## src/rtl/trap_ctrl_pkg.sv

```systemverilog
// -----------------------------------------------------------------------------
// trap_ctrl_pkg
// Shared definitions for the trap/redirect sequencer:
//   - target_sel_e : branch-unit target-select encodings
//   - CSR_*        : machine-mode CSR addresses written by the sequencer
//   - state_e      : sequencer state encoding
//   - MSTATUS_*    : mstatus bit positions touched on trap entry / mret
// -----------------------------------------------------------------------------
package trap_ctrl_pkg;

    typedef enum logic [1:0] {
        SEL_ALU   = 2'b00,  // plain branch/jump target
        SEL_MTVEC = 2'b01,  // exception entry
        SEL_MEPC  = 2'b10,  // mret
        SEL_RSVD  = 2'b11   // no action
    } target_sel_e;

    localparam logic [11:0] CSR_MSTATUS = 12'h300;
    localparam logic [11:0] CSR_MEPC    = 12'h341;
    localparam logic [11:0] CSR_MCAUSE  = 12'h342;

    typedef enum logic [2:0] {
        ST_IDLE           = 3'd0,
        ST_SAVE_EPC       = 3'd1,
        ST_SAVE_CAUSE     = 3'd2,
        ST_SAVE_STATUS    = 3'd3,
        ST_RESTORE_STATUS = 3'd4,
        ST_REDIRECT       = 3'd5
    } state_e;

    localparam int MSTATUS_MIE    = 3;
    localparam int MSTATUS_MPIE   = 7;
    localparam int MSTATUS_MPP_LO = 11;
    localparam int MSTATUS_MPP_HI = 12;

endpackage

```

## src/rtl/mstatus_update.sv

```systemverilog
// -----------------------------------------------------------------------------
// mstatus_update
// Combinational mstatus rewrite for trap entry and mret.
//   mstatus_i [XLEN] : current mstatus value
//   is_mret_i        : 1 = mret (restore), 0 = trap entry (save)
//   mstatus_o [XLEN] : updated mstatus; all other bits pass through
// Trap entry: MPIE <- MIE, MIE <- 0, MPP <- 2'b11
// mret      : MIE <- MPIE, MPIE <- 1, MPP <- 2'b11
// -----------------------------------------------------------------------------
module mstatus_update
    import trap_ctrl_pkg::*;
#(
    parameter int XLEN = 32
) (
    input  logic [XLEN-1:0] mstatus_i,
    input  logic            is_mret_i,
    output logic [XLEN-1:0] mstatus_o
);

    always_comb begin
        // NOTE: assign a full default first so no path through the block leaves
        // a bit unassigned; otherwise synthesis infers a latch.
        mstatus_o = mstatus_i;
        if (is_mret_i) begin
            mstatus_o[MSTATUS_MIE]  = mstatus_i[MSTATUS_MPIE];
            mstatus_o[MSTATUS_MPIE] = 1'b1;
        end else begin
            mstatus_o[MSTATUS_MPIE] = mstatus_i[MSTATUS_MIE];
            mstatus_o[MSTATUS_MIE]  = 1'b0;
        end
        mstatus_o[MSTATUS_MPP_HI:MSTATUS_MPP_LO] = 2'b11;
    end

endmodule

```

## src/rtl/trap_redirect_ctrl.sv

```systemverilog
// -----------------------------------------------------------------------------
// trap_redirect_ctrl
// Turns EX-stage branch resolution into PC redirects, flushes and the CSR
// writes needed for trap entry and mret. The pipeline is stalled while trap
// state is written, then redirected to the captured target for one cycle.
//
// Build option: TRAP_MSTATUS_EN
//   defined   -> mstatus (0x300) is saved on trap entry and restored on mret
//   undefined -> mstatus is never written and mstatus_i is unused
//
// Ports:
//   clk_i, rst_i            : clock, synchronous active-high reset
//   ex_valid_i, branching_i : request qualifier from EX / branch unit
//   target_sel_i [2]        : 00 ALU, 01 MTVEC (trap), 10 MEPC (mret), 11 none
//   alu_target_i, ex_pc_i   : branch target, PC of the EX instruction
//   exc_cause_i [CAUSE_W]   : exception cause code
//   mtvec_i, mepc_i, mstatus_i : current CSR values
//   csr_we_o, csr_waddr_o, csr_wdata_o : CSR write port
//   redirect_o, redirect_pc_o : fetch redirect (single-cycle pulse)
//   flush_o                 : kill IF/ID and ID/EX
//   stall_o                 : hold IF, ID, EX while CSRs are written
//   busy_o                  : sequencer not idle
// -----------------------------------------------------------------------------
module trap_redirect_ctrl
    import trap_ctrl_pkg::*;
#(
    parameter int XLEN    = 32,
    parameter int CAUSE_W = 5
) (
    input  logic               clk_i,
    input  logic               rst_i,
    input  logic               ex_valid_i,
    input  logic               branching_i,
    input  logic [1:0]         target_sel_i,
    input  logic [XLEN-1:0]    alu_target_i,
    input  logic [XLEN-1:0]    ex_pc_i,
    input  logic [CAUSE_W-1:0] exc_cause_i,
    input  logic [XLEN-1:0]    mtvec_i,
    input  logic [XLEN-1:0]    mepc_i,
    input  logic [XLEN-1:0]    mstatus_i,
    output logic               csr_we_o,
    output logic [11:0]        csr_waddr_o,
    output logic [XLEN-1:0]    csr_wdata_o,
    output logic               redirect_o,
    output logic [XLEN-1:0]    redirect_pc_o,
    output logic               flush_o,
    output logic               stall_o,
    output logic               busy_o
);

    state_e             state_q, state_d;
    logic [XLEN-1:0]    target_q;
    logic [XLEN-1:0]    epc_q;
    logic [CAUSE_W-1:0] cause_q;
    logic               accept;
    logic               unused_bits;

    assign accept = (state_q == ST_IDLE) && ex_valid_i && branching_i;

    // ---------------------------------------------------------------- state reg
    always_ff @(posedge clk_i) begin
        // NOTE: sequential state is updated with non-blocking assignments so
        // every register samples pre-edge values regardless of statement order.
        if (rst_i) begin
            state_q  <= ST_IDLE;
            target_q <= '0;
            epc_q    <= '0;
            cause_q  <= '0;
        end else begin
            state_q <= state_d;
            if (accept) begin
                case (target_sel_e'(target_sel_i))
                    SEL_ALU:   target_q <= alu_target_i;
                    SEL_MTVEC: begin
                        epc_q    <= ex_pc_i;
                        cause_q  <= exc_cause_i;
                        // Direct mode only: the mode bits are forced to zero.
                        target_q <= {mtvec_i[XLEN-1:2], 2'b00};
                    end
                    SEL_MEPC:  target_q <= mepc_i;
                    default:   ;
                endcase
            end
        end
    end

`ifdef TRAP_MSTATUS_EN
    // The rewritten mstatus is registered on the edge that enters the write
    // state, so csr_wdata_o stays a pure register decode with no path from
    // mstatus_i. The CSR file holds mstatus steady across the sequence.
    logic [XLEN-1:0] mstatus_q;
    logic [XLEN-1:0] mstatus_new;

    mstatus_update #(.XLEN(XLEN)) u_mstatus_update (
        .mstatus_i (mstatus_i),
        .is_mret_i (state_d == ST_RESTORE_STATUS),
        .mstatus_o (mstatus_new)
    );

    always_ff @(posedge clk_i) begin
        if (rst_i) begin
            mstatus_q <= '0;
        end else if (state_d == ST_SAVE_STATUS || state_d == ST_RESTORE_STATUS) begin
            mstatus_q <= mstatus_new;
        end
    end

    assign unused_bits = ^mtvec_i[1:0];
`else
    assign unused_bits = ^{mtvec_i[1:0], mstatus_i};
`endif

    // ---------------------------------------------------------------- next state
    always_comb begin
        state_d = state_q;
        case (state_q)
            ST_IDLE: begin
                if (accept) begin
                    case (target_sel_e'(target_sel_i))
                        SEL_ALU:   state_d = ST_REDIRECT;
                        SEL_MTVEC: state_d = ST_SAVE_EPC;
`ifdef TRAP_MSTATUS_EN
                        SEL_MEPC:  state_d = ST_RESTORE_STATUS;
`else
                        SEL_MEPC:  state_d = ST_REDIRECT;
`endif
                        default:   state_d = ST_IDLE;
                    endcase
                end
            end
            ST_SAVE_EPC:       state_d = ST_SAVE_CAUSE;
`ifdef TRAP_MSTATUS_EN
            ST_SAVE_CAUSE:     state_d = ST_SAVE_STATUS;
            ST_SAVE_STATUS:    state_d = ST_REDIRECT;
            ST_RESTORE_STATUS: state_d = ST_REDIRECT;
`else
            ST_SAVE_CAUSE:     state_d = ST_REDIRECT;
`endif
            ST_REDIRECT:       state_d = ST_IDLE;
            default:           state_d = ST_IDLE;
        endcase
    end

    // ---------------------------------------------------------------- outputs
    always_comb begin
        csr_we_o      = 1'b0;
        csr_waddr_o   = '0;
        csr_wdata_o   = '0;
        redirect_o    = 1'b0;
        redirect_pc_o = '0;
        flush_o       = 1'b0;
        stall_o       = 1'b0;
        busy_o        = (state_q != ST_IDLE);
        case (state_q)
            ST_SAVE_EPC: begin
                csr_we_o    = 1'b1;
                csr_waddr_o = CSR_MEPC;
                csr_wdata_o = epc_q;
                stall_o     = 1'b1;
            end
            ST_SAVE_CAUSE: begin
                // Synchronous exception: interrupt bit (XLEN-1) stays clear.
                csr_we_o    = 1'b1;
                csr_waddr_o = CSR_MCAUSE;
                csr_wdata_o = {{(XLEN-CAUSE_W){1'b0}}, cause_q};
                stall_o     = 1'b1;
            end
`ifdef TRAP_MSTATUS_EN
            ST_SAVE_STATUS, ST_RESTORE_STATUS: begin
                csr_we_o    = 1'b1;
                csr_waddr_o = CSR_MSTATUS;
                csr_wdata_o = mstatus_q;
                stall_o     = 1'b1;
            end
`endif
            ST_REDIRECT: begin
                redirect_o    = 1'b1;
                redirect_pc_o = target_q;
                flush_o       = 1'b1;
            end
            default: ;
        endcase
    end

endmodule

```

## config.mk

```make
export PLATFORM = sky130hd
export DESIGN_NAME = trap_redirect_ctrl
export DESIGN_NICKNAME = d
export VERILOG_FILES = /design/src/rtl/trap_ctrl_pkg.sv /design/src/rtl/mstatus_update.sv /design/src/rtl/trap_redirect_ctrl.sv
export SDC_FILE = /design/constraint.sdc
export NUM_CORES = 1
export LEC_CHECK = 0
export BUFFER_PORTS_ARGS = -buffer_cell sky130_fd_sc_hd__buf_2
export CORE_MARGIN = 10
export CORE_UTILIZATION = 39
export CTS_CLUSTER_SIZE = 28
export DETAILED_ROUTE_END_ITERATION = 6
export PLACE_DENSITY_LB_ADDON = 0.25
export REMOVE_ABC_BUFFERS = 1
export SYNTH_ARGS = -nofsm -noshare
export SYNTH_HDL_FRONTEND = slang
export SYNTH_HIERARCHICAL = 1
export SYNTH_SLANG_ARGS = --single-unit
```

## constraint.sdc

```tcl
create_clock -name clk_i -period 1.6 [get_ports clk_i]
set_clock_uncertainty 0.1 [all_clocks]
set_input_delay 0.08 -clock clk_i [delete_from_list [all_inputs] [get_ports clk_i]]
set_output_delay 0.08 -clock clk_i [all_outputs]
set_load 0.02 [all_outputs]
```

==> results of run 1 <==
-- layout by cell type (no fill, tap or decap), drive strengths merged, types with 4 or more instances in the layout --
| cell type | Yosys | layout |
|---|---|---|
| and2 | 28 | 28 |
| nor3 | 5 | 5 |
| a221oi | 30 | 30 |
| conb | 1 | 7 |
| clkbuf | 49 | 16 |
| and3 | 35 | 35 |
| nor2b | 32 | 32 |
| o31ai | 30 | 30 |
| a21oi | 39 | 39 |
| nor2 | 38 | 38 |
| ha | 4 | 4 |
| o21ai | 67 | 67 |
| nand3 | 38 | 38 |
| dlygate4sd3 | 0 | 83 |
| inv | 4 | 4 |
| dfxtp | 72 | 72 |
| a22oi | 5 | 5 |
| buf | 18 | 247 |
-- layer usage --
| layer | track usage (%) | vias to the layer above | wire length, um |
|---|---|---|---|
| li1 | - | 2383 | - |
| met1 | 27.2 | 2482 | 7260 |
| met2 | 40.2 | 314 | 9310 |
| met3 | 8.06 | 61 | 2020 |
| met4 | 9.65 | 0 | 608 |
| met5 | 0 | - | 0 |
-- registers in the layout, summed over array words and instances (netlist names) --
register	count
cause_q	5
epc_q	32
state_q	3
target_q	32
-- logic make-up (layout without fill, tap and decap cells) --
family          Yosys count  after routing
fa+ha+maj                 4              4
flops                    72             72
simple gates            181            181
compound gates          176            176
other cells               1              8
buf+inv                  71            353
-- where the power goes --
part	leakage, nW	total (W)	internal, W	switching [W]
Clock	0.112	0.00165	0.000954	0.000694
Combinational	2.48	0.00121	0.000586	0.000624
Sequential	0.585	0.00189	0.00186	0.0000347
Total	3.17	0.00475	0.00340	0.00135
-- how the worst max path moves through the flow --
| stage | from | to | slack [ns] | depth (start not counted) |
|---|---|---|---|---|
| after floorplan | state_q[2] | target_q[10] | -1.66 | 4 |
| final | state_q[1] | csr_wdata_o[25] | -0.18 | 7 |
| after global routing | state_q[0] | csr_wdata_o[0] | -0.26 | 7 |
| after detailed placement | target_sel_i[0] | target_q[1] | -0.04 | 7 |
| after global placement | target_sel_i[0] | target_q[0] | 0.002 | 7 |
| after CTS | state_q[0] | csr_wdata_o[3] | -0.17 | 7 |
-- worst register-to-register path: cells and delay by family, from the launching register on --
family | cells | cell delay, ns
AOI/OAI and AO/OA | 1 | 0.22
DFF | 1 | 0.33
and+or+nand+nor | 2 | 0.62
buffers and inverters | 3 | 0.41
-- metrics by stage --
stage	area (um2)	hold WS, ns	cells
after floorplan	3630	0.0491	444
after detailed placement	5140	0.241	811
after global routing	7400	0.0116	927
after CTS	6990	0.0000821	921
final	7400	0.00892	927
after global placement	5140	0.234	811
-- final cells by class --
class	count	area share [%]
Multi-Input combinational cell	368	35.5
Clock buffer	12	2.10
Inverter	4	0.203
Clock inverter	3	0.880
Tap cell	133	2.25
Antenna cell	1	0.0338
Sequential cell	72	19.5
Timing Repair Buffer	334	39.5
-- what timing repair did --
item                       in CTS  in global routing
gates cloned                    4                  4
pin swaps                      26                 26
buffers inserted                8                  2
hold buffers                   83                  0
resized for setup             201                 68
setup endpoints to repair      88                122
hold endpoints to repair       69                  0
==> key figures, run 1 <==
Setup path
  – Worst Path Arrival: 1.60 ns
  – Worst path slowest cell: dfxtp_2
  – Worst EP required: 1.42 ns
  – Startpoint type of the worst setup path: flop
  – Worst r2r src: state_q[0]
  – Critical path buffers and inverters: 4
  – Crit. End Element: primary output
  – Flop-to-flop setup slack: -0.18 ns
  – Crit-path max FO: 7
  – Cell family with most CP delay: buffers and inverters
  – Worst path cell trace: buf_6 -> nand2b_4 -> nor2_4 -> buf_6 -> clkbuf_16 -> and2_4 -> buf_6
  – Slowest stage delay, CP: 0.34 ns
  – Critical path type: reg -> out
  – R2r endpoint: target_q[2]
  – Most frequent CP cell: buf_6
  – Cells on worst reg2reg path: 6

Run status
  – Failing checks: setup timing
  – Status: finished, violations left

Pwr
  – Worst vdd ir: 0.000411 V
  – Leak Pwr: 3.17 nW
  – Total chip power: 0.00475 W
  – PD cells: 642 nW/um2

GRT
  – GRT Util Overall: 23.9%
  – Largest net degree at the start of global routing: 72
  – GRT overflow: 0
  – Antenna violations before repair: 1
  – Global-route wire length before repair: 28,400 um
  – Number of global-route vias before repair: 5,353

Routing
  – Antenna violation net count after detailed routing: 0
  – Routed WL: 19,200 um
  – Vias per cell: 5.65
  – Avg WL per Cell: 20.7 um
  – # DRC: 0
  – DR vias: 5,240
  – DRT iter0 DRCs: 609
  – TritonRoute pass-1 iters: 6

Cells and area
  – Number of fill cells: 674
  – NumNets Final: 964
  – Area added between synthesis and finish: 89.1%
  – Seq. cell area: 1440 um2
  – Share of cells above drive strength 1: 44.3%
  – Multi-input gate area: 2630 um2
  – Final Core Density: 75.7%

Clocking
  – Worst-Skew Late Latency: 0.34 ns
  – Clock-pin slew on the worst setup and hold paths: 0.08 ns
  – Total CTS buffers: 9
  – CTS tree: done
  – Clock root cell: clkbuf_8
  – CTS H-Tree Depth: 3
  – Bufs on Longest Clock Path: 2
  – Clk sinks: 72

STA
  – Measured slew at the worst slew-check pin: 0.536 ns
  – RSZ-0062 raised after global routing: true
  – Final Cycle Share: 111%
  – Rel. slew slack: 64.3%
  – Setup TNS: -13.05 ns
  – Final hold violation count: 0
  – Final setup violation count: 101
  – Final Slew Violations: 0
  – Final WS setup: -0.180 ns
  – Period minus WS final: 1.78 ns
  – Fmax achieved: 0.562 GHz

Logic synthesis
  – Largest family of logic cells by synthesized area: compound AO/OA/AOI/OAI gates
  – Yosys top cell by area: dfxtp_1
  – Netlist cell types: 29
  – Synth area leaders: dfxtp_1 37%, o21ai_0 8.6%, a221oi_1 6.7%, o31ai_1 5.8%, and3_1 5.6%
  – Yosys warns: 6
  – Synth Area in Adders: 1.28%
  – Post-synthesis register bit count: 72
  – Area of the mapped netlist: 3910 um2
  – Sequential fraction of the synthesis area: 36.9%
  – Post-synthesis xor/xnor area fraction: 0%
  – Syn Area/Cell: 7.75 um2
  – Share of the synthesized area in the top cell type: 36.9%
  – Share of async-settable or async-resettable flops after synthesis: 0%
  – Syn Inst Count: 505
  – EDFF count, synth: 0
  – Synth Area in Simple Gates: 25.6%
  – Count leader, synth: dfxtp_1
  – Top FF cell, synth: dfxtp_1
  – Mux cell area share after synthesis: 0%
  – Complex-gate fraction of the synthesized area: 28.1%
  – Synth cell count leaders: 72 x dfxtp_1, 67 x o21ai_0, 49 x clkbuf_1

Run
  – Max Cap Violations: 0

Die
  – Initial Utilization: 40.0%
  – Die area: 14,400 um2
  – Placeable Area: 9770 um2
  – Die span in x: 120 um
  – Die Span Y: 120 um
  – Ports: 252
  – Row cnt: 36

Placement
  – Gpl congestion: 0.807
  – Place WS: -0.0412 ns
  – Port bufs: 210
  – HPWL after DPL: 10,400 um

Worst hold path
  – Hold EP: target_q[6]
  – Hold-critical path depth: 3
  – Worst Hold Class: in -> reg
  – Hold Path Origin: mtvec_i[6]
Power figures use the tool's default switching activity.
==> run 2: changes to the inputs <==
--- a/config.mk
+++ b/config.mk
@@ -6,11 +6,13 @@
 export NUM_CORES = 1
 export LEC_CHECK = 0
+export ABC_AREA = 1
 export BUFFER_PORTS_ARGS = -buffer_cell sky130_fd_sc_hd__buf_2
 export CORE_MARGIN = 10
-export CORE_UTILIZATION = 39
+export CORE_UTILIZATION = 40
 export CTS_CLUSTER_SIZE = 28
 export DETAILED_ROUTE_END_ITERATION = 6
 export PLACE_DENSITY_LB_ADDON = 0.25
 export REMOVE_ABC_BUFFERS = 1
+export SLEW_MARGIN = 30
 export SYNTH_ARGS = -nofsm -noshare
 export SYNTH_HDL_FRONTEND = slang
--- a/constraint.sdc
+++ b/constraint.sdc
@@ -3,3 +3,3 @@
 set_input_delay 0.08 -clock clk_i [delete_from_list [all_inputs] [get_ports clk_i]]
 set_output_delay 0.08 -clock clk_i [all_outputs]
-set_load 0.02 [all_outputs]
+set_load 0.005 [all_outputs]
==> key figures, run 2 <==
Logic synthesis
  – Share of the synthesized area in the top cell type: 33.7% (was 36.9%)
  – Yosys top cell by area: dfxtp_1 (unchanged)
  – Sequential fraction of the synthesis area: 33.7% (was 36.9%)
  – Synth cell count leaders: 195 x nor2_1, 193 x nand2_1, 106 x inv_1 (was 72 x dfxtp_1, 67 x o21ai_0, 49 x clkbuf_1)
  – Synth area leaders: dfxtp_1 34%, nor2_1 17%, nand2_1 17%, nand3_1 11%, inv_1 9.3% (was dfxtp_1 37%, o21ai_0 8.6%, a221oi_1 6.7%, o31ai_1 5.8%, and3_1 5.6%)
  – Top FF cell, synth: dfxtp_1 (unchanged)
  – Share of async-settable or async-resettable flops after synthesis: 0% (unchanged)
  – Count leader, synth: nor2_1 (was dfxtp_1)
  – Area of the mapped netlist: 4280 um2 (was 3910 um2)
  – EDFF count, synth: 0 (unchanged)
  – Post-synthesis register bit count: 72 (unchanged)
  – Syn Area/Cell: 5.77 um2 (was 7.75 um2)
  – Syn Inst Count: 741 (was 505)
  – Netlist cell types: 18 (was 29)
  – Yosys warns: 6 (unchanged)

Setup path
  – Startpoint type of the worst setup path: flop (unchanged)
  – Crit-path max FO: 15 (was 7)
  – Flop-to-flop setup slack: 0.18 ns (was -0.18 ns)
  – Worst r2r src: state_q[0] (unchanged)
  – Worst EP required: 1.42 ns (about the same)
  – Crit. End Element: primary output (unchanged)
  – Critical path type: reg -> out (unchanged)
  – R2r endpoint: epc_q[28] (was target_q[2])
  – Worst Path Arrival: 1.40 ns (was 1.60 ns)
  – Cells on worst reg2reg path: 7 (was 6)

Pwr
  – Switching Fraction: 29.4% (was 28.5%)
  – PD cells: 668 nW/um2 (was 642 nW/um2)
  – Clock share of power: 30.7% (was 34.7%)
  – Worst vdd ir: 0.000418 V (was 0.000411 V)
  – Reg power frac: 44.8% (was 39.9%)
  – Leak Pwr: 3.51 nW (was 3.17 nW)
  – Sw Pwr: 0.00126 W (was 0.00135 W)
  – Cell-internal power: 0.00302 W (was 0.00340 W)
  – Combinational power share: 24.5% (was 25.5%)

Die
  – Initial Utilization: 41.2% (was 40.0%)
  – Placeable Area: 10,400 um2 (was 9770 um2)
  – Die Span Y: 123 um (was 120 um)
  – Ports: 252 (unchanged)
  – Row cnt: 37 (was 36)
  – Die span in x: 123 um (was 120 um)
  – Die area: 15,200 um2 (was 14,400 um2)

Clocking
  – Total CTS buffers: 9 (unchanged)
  – Clk sinks: 72 (unchanged)
  – CTS H-Tree Depth: 3 (unchanged)
  – CTS tree: done (unchanged)
  – Clock-pin slew on the worst setup and hold paths: 0.08 ns (about the same)
  – Clock root cell: clkbuf_8 (unchanged)
  – Worst-Skew Late Latency: 0.34 ns (about the same)
  – Bufs on Longest Clock Path: 2 (unchanged)

Routing
  – Avg WL per Cell: 12.4 um (was 20.7 um)
  – TritonRoute pass-1 iters: 6 (unchanged)
  – DRT iter0 DRCs: 325 (was 609)
  – # DRC: 0 (unchanged)
  – Vias per cell: 4.40 (was 5.65)
  – Antenna violation net count after detailed routing: 0 (unchanged)
  – Routed WL: 14,200 um (was 19,200 um)
  – DR vias: 5,039 (was 5,240)

Placement
  – HPWL after DPL: 9450 um (was 10,400 um)
  – Placed insts: 1,049 (was 811)
  – Port bufs: 210 (unchanged)
  – Gpl congestion: 0.809 (was 0.807)

Cells and area
  – NumNets Final: 1,179 (was 964)
  – Most common cell after layout, fill and taps aside: buf_2 (unchanged)
  – Most frequent cells in the layout: 210 x buf_2, 193 x nor2_1, 190 x nand2_1 (was 137 x buf_2, 83 x dlygate4sd3_1, 74 x buf_6)
  – Final Core Density: 61.8% (was 75.7%)
  – Biggest regs: epc_q (32), target_q (32), cause_q (5) (unchanged)
  – Post-Layout Cell Count: 1,146 (was 927)
  – Share of cells above drive strength 1: 26.9% (was 44.3%)
  – Area added between synthesis and finish: 50.0% (was 89.1%)

GRT
  – Largest net degree at the start of global routing: 63 (was 72)
  – Antenna violations before repair: 1 (unchanged)
  – GRT overflow: 0 (unchanged)
  – Global-route wire length before repair: 22,200 um (was 28,400 um)
  – GRT Util Overall: 17.7% (was 23.9%)
  – Number of global-route vias before repair: 4,752 (was 5,353)

Worst hold path
  – Worst Hold Class: in -> reg (unchanged)
  – Hold EP: target_q[27] (was target_q[6])
  – Hold-critical path depth: 5 (was 3)
  – Hold Path Origin: alu_target_i[27] (was mtvec_i[6])

STA
  – Final setup violation count: 0 (was 101)
  – RSZ-0062 raised after global routing: true (unchanged)
  – Final hold violation count: 0 (unchanged)
  – Fmax achieved: 0.632 GHz (was 0.562 GHz)
  – Final Slew Violations: 0 (unchanged)
  – Final Cycle Share: 98.9% (was 111%)
  – Period minus WS final: 1.58 ns (was 1.78 ns)

Run status
  – Status: complete, no violations (was finished, violations left)

Run
  – Max Cap Violations: 0 (unchanged)
## run 2: changes by cell type after synthesis, moves of 32 or more
cell,delta
a21oi_1,-39
and3_1,-35
inv_1,+103
nand2_1,+193
nand3_1,+57
nor2_1,+157
nor2b_1,-32
o21ai_0,-65
## run 2: layout make-up
cell class | count | area [um2]
fillers | 1040 | 3960
well taps | 136 | 170
clock inverters | 6 | 43.8
diodes | 1 | 2.50
repair buffers | 301 | 2020
repair inverters | 1 | 8.76
inverters | 110 | 439
flip-flops and latches | 72 | 1450
clock buffers | 10 | 138
multi-input cells | 509 | 2140
## run 2: power groups by stage
| stage | logic, W | registers, W | clock network [W] |
|---|---|---|---|
| floorplan | 0.000483 | 0.00195 | 0 |
| global placement | 0.000813 | 0.00196 | 0 |
| detailed placement | 0.000816 | 0.00196 | 0 |
| CTS | 0.00101 | 0.00192 | 0.00137 |
| global route | 0.00118 | 0.00193 | 0.00144 |
| finish | 0.00105 | 0.00192 | 0.00132 |
## run 2: worst max-delay path by stage
stage,startpoint,endpoint,slack (ns),cells after the start
after CTS,state_q[2],csr_wdata_o[5],0.005,5
after floorplan,target_sel_i[1],cause_q[0],-1.21,7
after global placement,state_q[1],stall_o,0.07,4
after detailed placement,state_q[1],csr_waddr_o[8],0.05,4
after global routing,state_q[2],csr_wdata_o[15],-0.08,5
final,state_q[1],csr_wdata_o[10],0.02,4
## run 2: cell families (layout without fill, tap and decap cells)
| family | count (synthesis) | count (layout) | synth area share [%] |
|---|---|---|---|
| adder cells (fa/ha/maj) | 4 | 4 | 1.17 |
| AND/OR/NAND/NOR | 496 | 496 | 47.3 |
| buffers and inverters | 166 | 428 | 17.5 |
| other | 1 | 8 | 0.0877 |
| AO/OA/AOI/OAI | 2 | 2 | 0.234 |
| flip-flops | 72 | 72 | 33.7 |
## run 2: stage by stage
step,setup TNS (ns),worst slack (ns),hold slack [ns],total power [W],instance area (um2)
final,0,0.0181,0.0146,0.00428,6410
after floorplan,-76.26,-1.21,0.0524,0.00244,3960
after global routing,-1.75,-0.0763,0.0333,0.00455,6410
after CTS,0,0.00518,0.00257,0.00430,6350
after global placement,0,0.0701,0.188,0.00277,5360
after detailed placement,0,0.0467,0.194,0.00278,5360
## run 2: per-layer routing
metal	wire [um]	global-route usage (%)	vias to the layer above
li1	-	-	2682
met1	5610	19.0	2189
met2	7360	33.2	149
met3	931	4.28	19
met4	296	5.53	0
met5	0	0	-
## run 2: worst max-delay path, stage by stage, from the launching register on
cell and delay (ns):
dfxtp_4 0.37, nor3_4 0.24, bufinv_16 0.23, nor2_1 0.09, buf_2 0.12
## run 2: repair_timing
action | in CTS | in global routing
buffers inserted | 1 | 1
gates cloned | 1 | 1
resized for setup | 9 | 9
pin swaps | 0 | 3
hold buffers | 76 | 0
endpoints found under the hold margin | 63 | 0
endpoints found under the setup margin | 48 | 54
